### src/rtl/unidad_mult_div_if.sv
// Handshake and data bundle for the iterative multiply/divide unit.
// The requester drives the master side and the unit drives the slave side.
interface unidad_mult_div_if;
  logic        inicio;
  logic        op;
  logic [31:0] operandoA;
  logic [31:0] operandoB;
  logic        ocupado;
  logic        listo;
  logic        div_cero;
  logic [31:0] hi;
  logic [31:0] lo;

  modport master (
    output inicio, op, operandoA, operandoB,
    input  ocupado, listo, div_cero, hi, lo
  );

  modport slave (
    input  inicio, op, operandoA, operandoB,
    output ocupado, listo, div_cero, hi, lo
  );
endinterface

### src/rtl/unidad_mult_div.sv
// Unsigned 32x32 multiply (shift-add) and divide (restoring), one iteration per cycle.
// Latency 33 cycles accept-to-listo, 2 for divide by zero; inicio is ignored while busy.
module unidad_mult_div (
  input  logic               clk,
  input  logic               rst_n,
  unidad_mult_div_if.slave   bus
);

  typedef enum logic [1:0] {ESPERA, CALCULO, FIN} estado_t;

  estado_t     estado;
  logic [4:0]  contador;
  logic        op_r;
  logic [31:0] a_r;
  logic [31:0] b_r;
  logic [31:0] parc_hi;
  logic [31:0] parc_lo;
  logic [31:0] hi_r;
  logic [31:0] lo_r;
  logic        div_cero_r;
  logic        ocupado_r;
  logic        listo_r;

  logic [32:0] suma;
  logic [32:0] desp;
  logic [33:0] resta;
  logic [31:0] sig_hi;
  logic [31:0] sig_lo;

  // One step of whichever algorithm is latched; parc_hi/parc_lo double as
  // product halves (multiply) or remainder/quotient (divide).
  always_comb begin
    suma   = {1'b0, parc_hi} + (parc_lo[0] ? {1'b0, a_r} : 33'd0);
    desp   = {parc_hi, parc_lo[31]};
    resta  = {1'b0, desp} - {2'b00, b_r};
    sig_hi = suma[32:1];
    sig_lo = {suma[0], parc_lo[31:1]};
    if (op_r) begin
      if (!resta[33]) begin
        sig_hi = resta[31:0];
        sig_lo = {parc_lo[30:0], 1'b1};
      end else begin
        sig_hi = desp[31:0];
        sig_lo = {parc_lo[30:0], 1'b0};
      end
    end
  end

  always_ff @(posedge clk) begin
    if (!rst_n) begin
      estado     <= ESPERA;
      contador   <= 5'd0;
      op_r       <= 1'b0;
      a_r        <= 32'd0;
      b_r        <= 32'd0;
      parc_hi    <= 32'd0;
      parc_lo    <= 32'd0;
      hi_r       <= 32'd0;
      lo_r       <= 32'd0;
      div_cero_r <= 1'b0;
      ocupado_r  <= 1'b0;
      listo_r    <= 1'b0;
    end else begin
      case (estado)
        ESPERA: begin
          listo_r <= 1'b0;
          if (bus.inicio) begin
            op_r      <= bus.op;
            a_r       <= bus.operandoA;
            b_r       <= bus.operandoB;
            parc_hi   <= 32'd0;
            parc_lo   <= bus.op ? bus.operandoA : bus.operandoB;
            contador  <= 5'd0;
            ocupado_r <= 1'b1;
            estado    <= CALCULO;
          end
        end
        CALCULO: begin
          if (op_r && (b_r == 32'd0)) begin
            hi_r       <= a_r;
            lo_r       <= 32'hFFFF_FFFF;
            div_cero_r <= 1'b1;
            ocupado_r  <= 1'b0;
            listo_r    <= 1'b1;
            estado     <= FIN;
          end else begin
            parc_hi  <= sig_hi;
            parc_lo  <= sig_lo;
            contador <= contador + 5'd1;
            if (contador == 5'd31) begin
              hi_r       <= sig_hi;
              lo_r       <= sig_lo;
              div_cero_r <= 1'b0;
              ocupado_r  <= 1'b0;
              listo_r    <= 1'b1;
              estado     <= FIN;
            end
          end
        end
        FIN: begin
          listo_r <= 1'b0;
          estado  <= ESPERA;
        end
        default: begin
          ocupado_r <= 1'b0;
          listo_r   <= 1'b0;
          estado    <= ESPERA;
        end
      endcase
    end
  end

  assign bus.ocupado  = ocupado_r;
  assign bus.listo    = listo_r;
  assign bus.div_cero = div_cero_r;
  assign bus.hi       = hi_r;
  assign bus.lo       = lo_r;

endmodule

### src/flat_wrapper.sv
// flat-port wrapper written by rule: the top's interface ports become plain ports
module unidad_mult_div_flat 
  (clk, rst_n, bus_inicio, bus_op, bus_operandoA, bus_operandoB, bus_ocupado, bus_listo, bus_div_cero, bus_hi, bus_lo);
  unidad_mult_div_if bus_i ();
  input  logic clk;
  input  logic rst_n;
  input wire logic [$bits(bus_i.inicio)-1:0] bus_inicio;
  input wire logic [$bits(bus_i.op)-1:0] bus_op;
  input wire logic [$bits(bus_i.operandoA)-1:0] bus_operandoA;
  input wire logic [$bits(bus_i.operandoB)-1:0] bus_operandoB;
  output wire logic [$bits(bus_i.ocupado)-1:0] bus_ocupado;
  output wire logic [$bits(bus_i.listo)-1:0] bus_listo;
  output wire logic [$bits(bus_i.div_cero)-1:0] bus_div_cero;
  output wire logic [$bits(bus_i.hi)-1:0] bus_hi;
  output wire logic [$bits(bus_i.lo)-1:0] bus_lo;
  assign bus_i.inicio = bus_inicio;
  assign bus_i.op = bus_op;
  assign bus_i.operandoA = bus_operandoA;
  assign bus_i.operandoB = bus_operandoB;
  assign bus_ocupado = bus_i.ocupado;
  assign bus_listo = bus_i.listo;
  assign bus_div_cero = bus_i.div_cero;
  assign bus_hi = bus_i.hi;
  assign bus_lo = bus_i.lo;
  unidad_mult_div u_core (.clk(clk), .rst_n(rst_n), .bus(bus_i));
endmodule
### config.mk
export PLATFORM = sky130hd
export DESIGN_NAME = unidad_mult_div_flat
export DESIGN_NICKNAME = d
export VERILOG_FILES = /design/src/rtl/unidad_mult_div_if.sv /design/src/rtl/unidad_mult_div.sv /design/src/flat_wrapper.sv
export SDC_FILE = /design/constraint.sdc
export NUM_CORES = 1
export LEC_CHECK = 0
export CAP_MARGIN = 20
export CORE_MARGIN = 2
export CORE_UTILIZATION = 40
export DETAILED_ROUTE_END_ITERATION = 12
export GPL_ROUTABILITY_DRIVEN = 0
export PLACE_DENSITY = 0.57
export SYNTH_ARGS = -nofsm -noshare
export SYNTH_HDL_FRONTEND = slang
export SYNTH_SLANG_ARGS = --single-unit
export TNS_END_PERCENT = 5
### constraint.sdc
create_clock -name clk -period 5.13 [get_ports clk]
set_input_delay 1.026 -clock clk [delete_from_list [all_inputs] [get_ports clk]]
set_output_delay 1.026 -clock clk [all_outputs]
set_load 0.02 [all_outputs]
==> Word-level counts from Yosys, hierarchy flattened <==
Index checks and enable logic that the tools add are counted.
{ "word_totals": {"wordCells": 63, "inputBits": 68, "output_inout_bits": 67, "regBits": 203} }
{ "op_classes": {"bitwise": 1, "muxes": 30, "n_reduce_logical": 11, "eq_ne": 6, "addsub": 3} }
{ "ops": {"columns": ["op", "n"], "rows": [
  ["$mux 32", 13],
  ["$pmux 32 s2", 2],
  ["$sub 33x32->34", 1],
  ["$add 32x33->33", 1],
  ["$logic_not 32->1", 1],
  ["$mux 5", 2],
  ["$pmux 5 s2", 1],
  ["$reduce_and 2->1", 4],
  ["$mux 1", 7],
  ["$mux 2", 3],
  ["$reduce_and 3->1", 2],
  ["$add 5x1->5 const B", 1],
  ["$eq 5x5->1 const B", 1],
  ["$ne 2x2->1 const B", 2],
  ["$pmux 2 s2", 1],
  ["$reduce_bool 2->1", 2],
  ["$ne 3x1->1 const B", 1],
  ["$pmux 1 s3", 1],
  ["$eq 2x1->1 const B", 1],
  ["$eq 2x2->1 const B", 1],
  ["$logic_not 2->1", 1],
  ["$logic_and 1x1->1", 1],
  ["$not 1->1", 1]
]} }

==> Longest topological paths before layout <==
{ "logic_depth": {"word_depth": 5, "mapped_depth": 14, "depth_no_buf": 13} }

==> Least setup slack after synthesis <==
OpenSTA, ideal clock, no wires.
{ "synth_timing": {"path_kind": "register -> register", "startpoint": "register u_core.parc_lo[0]", "endpoint": "register u_core.parc_hi[31]", "setup_ns": 0.117, "arrival_time_ns": 2.842, "path_buffers": 0, "path_stages_with_launch": 12, "t_required_ns": 5.013, "setup_slack_ns": 2.171, "period_less_slack_ns": 2.959, "path_cell_list": "dfxtp_1 and2_1 ha_1 fa_1 a211oi_1 o21bai_1 a31o_2 a32o_1 or3_1 a31oi_1 o21ai_0 a32o_1"} }
{ "synth_between": {"elab_chain_len": 5} }
{ "synth_lines": {"columns": ["element", "line_no", "source"], "rows": [
  ["start, declared", "unidad_mult_div.sv:17", "logic [31:0] parc_lo;"],
  ["start signal, assigned", "unidad_mult_div.sv:72", "parc_lo <= bus.op ? bus.operandoA : bus.operandoB;"],
  ["start signal, assigned", "unidad_mult_div.sv:88", "parc_lo <= sig_lo;"],
  ["$mux 32", "unidad_mult_div.sv:33", "suma = {1'b0, parc_hi} + (parc_lo[0] ? {1'b0, a_r} : 33'd0);"],
  ["$add 32x33->33", "unidad_mult_div.sv:33", null],
  ["$mux 32", "unidad_mult_div.sv:38", "if (op_r) begin"],
  ["$mux 32", "unidad_mult_div.sv:79", "if (op_r && (b_r == 32'd0)) begin"],
  ["$pmux 32 s2", "unidad_mult_div.sv:64", "case (estado)"],
  ["end signal, assigned", "unidad_mult_div.sv:87", "parc_hi <= sig_hi;"],
  ["end, declared", "unidad_mult_div.sv:16", "logic [31:0] parc_hi;"]
]} }
Every way passes these cells. The select of a mux whose other input is x is not followed.
A chain may end at the register's enable or synchronous reset.

==> Worst setup path in the final report <==
{ "layout_timing": {"startpoint": "register u_core.b_r[16]", "endpoint": "register u_core.hi_r[21] (netlist: u_core.bus.hi[21])"} }
{ "layout_between": {"elab_chain_len": 5, "word_cells_on_any_way": 9, "classes_between": "add/sub: 1; mux: 4; reduce/logical: 4"} }
{ "layout_lines": {"columns": ["element", "line_no", "source"], "rows": [
  ["start, declared", "unidad_mult_div.sv:15", "logic [31:0] b_r;"],
  ["start signal, assigned", "unidad_mult_div.sv:70", "b_r <= bus.operandoB;"],
  ["$sub 33x32->34", "unidad_mult_div.sv:35", "resta = {1'b0, desp} - {2'b00, b_r};"],
  ["$mux 32", "unidad_mult_div.sv:39", "if (!resta[33]) begin"],
  ["$mux 32", "unidad_mult_div.sv:38", null],
  ["$mux 32", "unidad_mult_div.sv:90", "if (contador == 5'd31) begin"],
  ["$mux 32", "unidad_mult_div.sv:79", null],
  ["end signal, assigned", "unidad_mult_div.sv:80", "hi_r <= a_r;"],
  ["end signal, assigned", "unidad_mult_div.sv:91", "hi_r <= sig_hi;"],
  ["end, declared", "unidad_mult_div.sv:18", "logic [31:0] hi_r;"]
]} }
Several ways; a longest one is shown, not always the timed one. The select of a mux whose other input is x is not followed.

==> impl_metrics.ini <==
[layout]
layout-drive-gt1-share_pct = 6.39
seq_area_um2 = 4070
final_area_um2 = 15200
area_growth_pct = 20.0
multiInputGateArea_um2 = 8040
fillers = 3088
nets = 1855

[logic_synthesis]
yosysSeqAreaShare_pct = 32.0
synth_top_area_share_pct = 32.0
synthTopCellsByArea = dfxtp_1 32%, nand2_1 7.7%, a21oi_1 7.5%, ha_1 6.5%, nor2_1 3.2%
synthArstFlopShare_pct = 0
synth_edf_count = 0
ys_seq_elements = 203
synth.largest_area_cell = dfxtp_1
syn_nets = 1784
syn_inst = 1648
synthDistinctLibCells = 71
yosys_warnings = 0
synth.most_common_cell = nand2_1
syn-cell-area_um2 = 12700
synth_commonest_cells = 259 x nand2_1, 203 x dfxtp_1, 191 x a21oi_1
syn-mean-instance-area_um2 = 7.71
synth_ff_type = dfxtp_1

[clock_network]
cts_root_buf = clkbuf_16
postCtsSetupBuffers = 0
insertion_delay_ns = 0.54
cts_hold_buf = 0
clkTransAtPathRegs_ns = 0.07
clock_sinks = 203
clock_path_buffers = 3
ctsResizeCount = 0
cts_buffers = 25
tritoncts = yes
h-tree-depth = 1

[sta]
whs_ns = 0.454
fin_crit_sh_pct = 75.0
slew_headroom_pct = 37.8
finalClockSkew_ns = 0.0169
rsz0062_at_grt = no
finalSetupTns_ns = 0
fin_crit_ns = 3.85
max_slew.worst_pin.slew_ns = 0.930
fmax_mhz = 260
hold_viol = 0
final_max_slew_viol_count = 0
setup_viol = 0

[floorplan]
start_util_pct = 40.5
row_count = 65
die_y_um = 182
die_width_um = 182
core_um2 = 31400
io_pins = 135
die-area_um2 = 33200

[detailed_routing]
drc = 0
dr_total_vias = 12500
drt_iter0_drc = 1277
ant_nets = 0
wl_um = 44000
dr.pass1.iters = 7
routedWlPerCell_um = 20.5
post_drt_via_cell_ratio = 5.85

[critical_path]
path_max_fanout = 16
path_cells = inv_1 > ha_1 > nand2_2 > nor4_4 > o2111ai_1 > a31oi_1 > a221oi_2 > o21ai_2 > buf_4 > mux2_2 > a211oi_1 > nor4_1
path_class = reg2reg
endpoint_kind = flop
max_stage_delay_ns = 0.71
crit_required_ns = 5.54
crit_path_start_kind = flop
arrival_ns = 4.26
worst_path_max_delay_cell = o21ai_2

[flow_run]
maxCapViolCount = 0

[power_and_ir_drop]
p_int_w = 0.00324
switchingPower_w = 0.00134
cellLeakagePower_nw = 5.70
pwr-share-seq_pct = 37.5
clock_power_share_pct = 43.3
vdd_drop_max_uv = 218
power.density_nw_per_um2 = 300
power_w = 0.00458
p_comb_share_pct = 19.3
sw_frac_of_total_pct = 29.3

[min_path]
holdCritPathClass = reg2reg

[outcome]
status = complete, no violations

[placed_design]
port_buffers = 134
placed_area_um2 = 14300
hpwl_um = 31900

[grt]
antenna_found_initial = 1
first_global_vias = 11800
grt_pass1_wl_um = 67800
grt_max_degree = 129
grt_use_total_pct = 25.7
overflow = 0
worst paths after layout:
kind | start | end | slack, ns | cells past startpoint
worst max-delay path | u_core.b_r[16]$_SDFFE_PN0P_ | u_core.bus.hi[21]$_SDFFE_PN0P_ | 1.28 | 12
worst min-delay path | u_core.b_r[5]$_SDFFE_PN0P_ | u_core.b_r[5]$_SDFFE_PN0P_ | 0.45 | 2
worst max register to register | u_core.b_r[16]$_SDFFE_PN0P_ | u_core.bus.hi[21]$_SDFFE_PN0P_ | 1.28 | 12
worst min register to register | u_core.b_r[5]$_SDFFE_PN0P_ | u_core.b_r[5]$_SDFFE_PN0P_ | 0.45 | 2
cells by family after synthesis:
group | count (synthesis) | share of synthesized area [%]
xor+xnor | 52 | 3.58
buf+inv | 162 | 5.10
compound gates | 502 | 25.7
fa+ha+maj | 68 | 6.81
mux | 55 | 4.51
flops | 203 | 32.0
simple gates | 606 | 22.3
cells in the final DEF, fill, tap and decap left out, types with 19 or more instances in the layout:
cell,synthesis,final
dfxtp_1,203,202
nor4_1,20,19
clkbuf_16,0,25
o21ai_0,67,67
nand2_1,259,258
nor2_1,109,107
clkdlybuf4s50_1,0,133
and2_1,44,43
nand3_1,47,47
ha_1,66,66
a31oi_1,20,20
xor2_1,26,26
nand4_1,19,19
a211o_1,37,37
nor3_1,26,25
nor2b_1,43,42
inv_1,48,47
buf_4,1,22
a211oi_1,48,48
a311oi_1,32,32
mux2i_1,40,40
xnor2_1,26,26
a21oi_1,191,191
critical path, delay by kind of cell (launching register included):
family	cells	cell delay, ns
AO/OA/AOI/OAI	5	1.60
adder cells (fa/ha/maj)	1	0.41
buffers and inverters	2	0.45
flip-flops	1	0.34
multiplexers	1	0.38
AND/OR/NAND/NOR	3	0.55
area by class of cell:
| class | instances | area share, % |
|---|---|---|
| Multi-Input combinational cell | 1283 | 52.7 |
| Sequential cell | 203 | 26.7 |
| Timing Repair Buffer | 157 | 9.98 |
| Clock buffer | 35 | 4.81 |
| Tap cell | 402 | 3.30 |
| Clock inverter | 11 | 1.26 |
| Inverter | 49 | 1.22 |
| Antenna cell | 1 | 0.0164 |
state kept, by name, summed over array words and instances (netlist names):
signal and flops:
u_core.estado 2, u_core.bus.ocupado 1, u_core.a_r 32, u_core.bus.hi 32
u_core.b_r 32, u_core.bus.lo 32, u_core.bus.div_cero 1, u_core.bus.listo 1
u_core.parc_lo 32, u_core.contador 5, u_core.parc_hi 32, u_core.op_r 1
layer usage:
layer  up-vias  GRT usage (%)  part of all wire (%)  wire length [µm]
li1       6091              -                     -                 -
met1      5884           38.1                    48             20900
met2       464           38.1                    42             18200
met3        75           5.03                   8.4              3680
met4         2           6.61                   2.4              1070
met5         -              0                 0.030                13
power by group through the flow:
stage | Sequential (W) | Clock [W] | Combinational [W]
2_1_floorplan | 0.00171 | 0 | 0.000630
3_3_place_gp | 0.00175 | 0 | 0.000866
3_5_place_dp | 0.00175 | 0 | 0.000866
4_1_cts | 0.00171 | 0.00201 | 0.000872
5_1_grt | 0.00172 | 0.00207 | 0.000961
6_report | 0.00172 | 0.00198 | 0.000882
metrics by stage:
stage          utilization [%]  std cells  worst slack, ns
6_report                  48.6       2141             1.28
5_1_grt                   48.6       2140            0.937
4_1_cts                   48.5       2139             1.33
3_5_place_dp              45.6       2093             1.34
3_3_place_gp              45.6       2093             1.39
2_1_floorplan                -       1648             2.17
(Power assumes the default switching activity.)
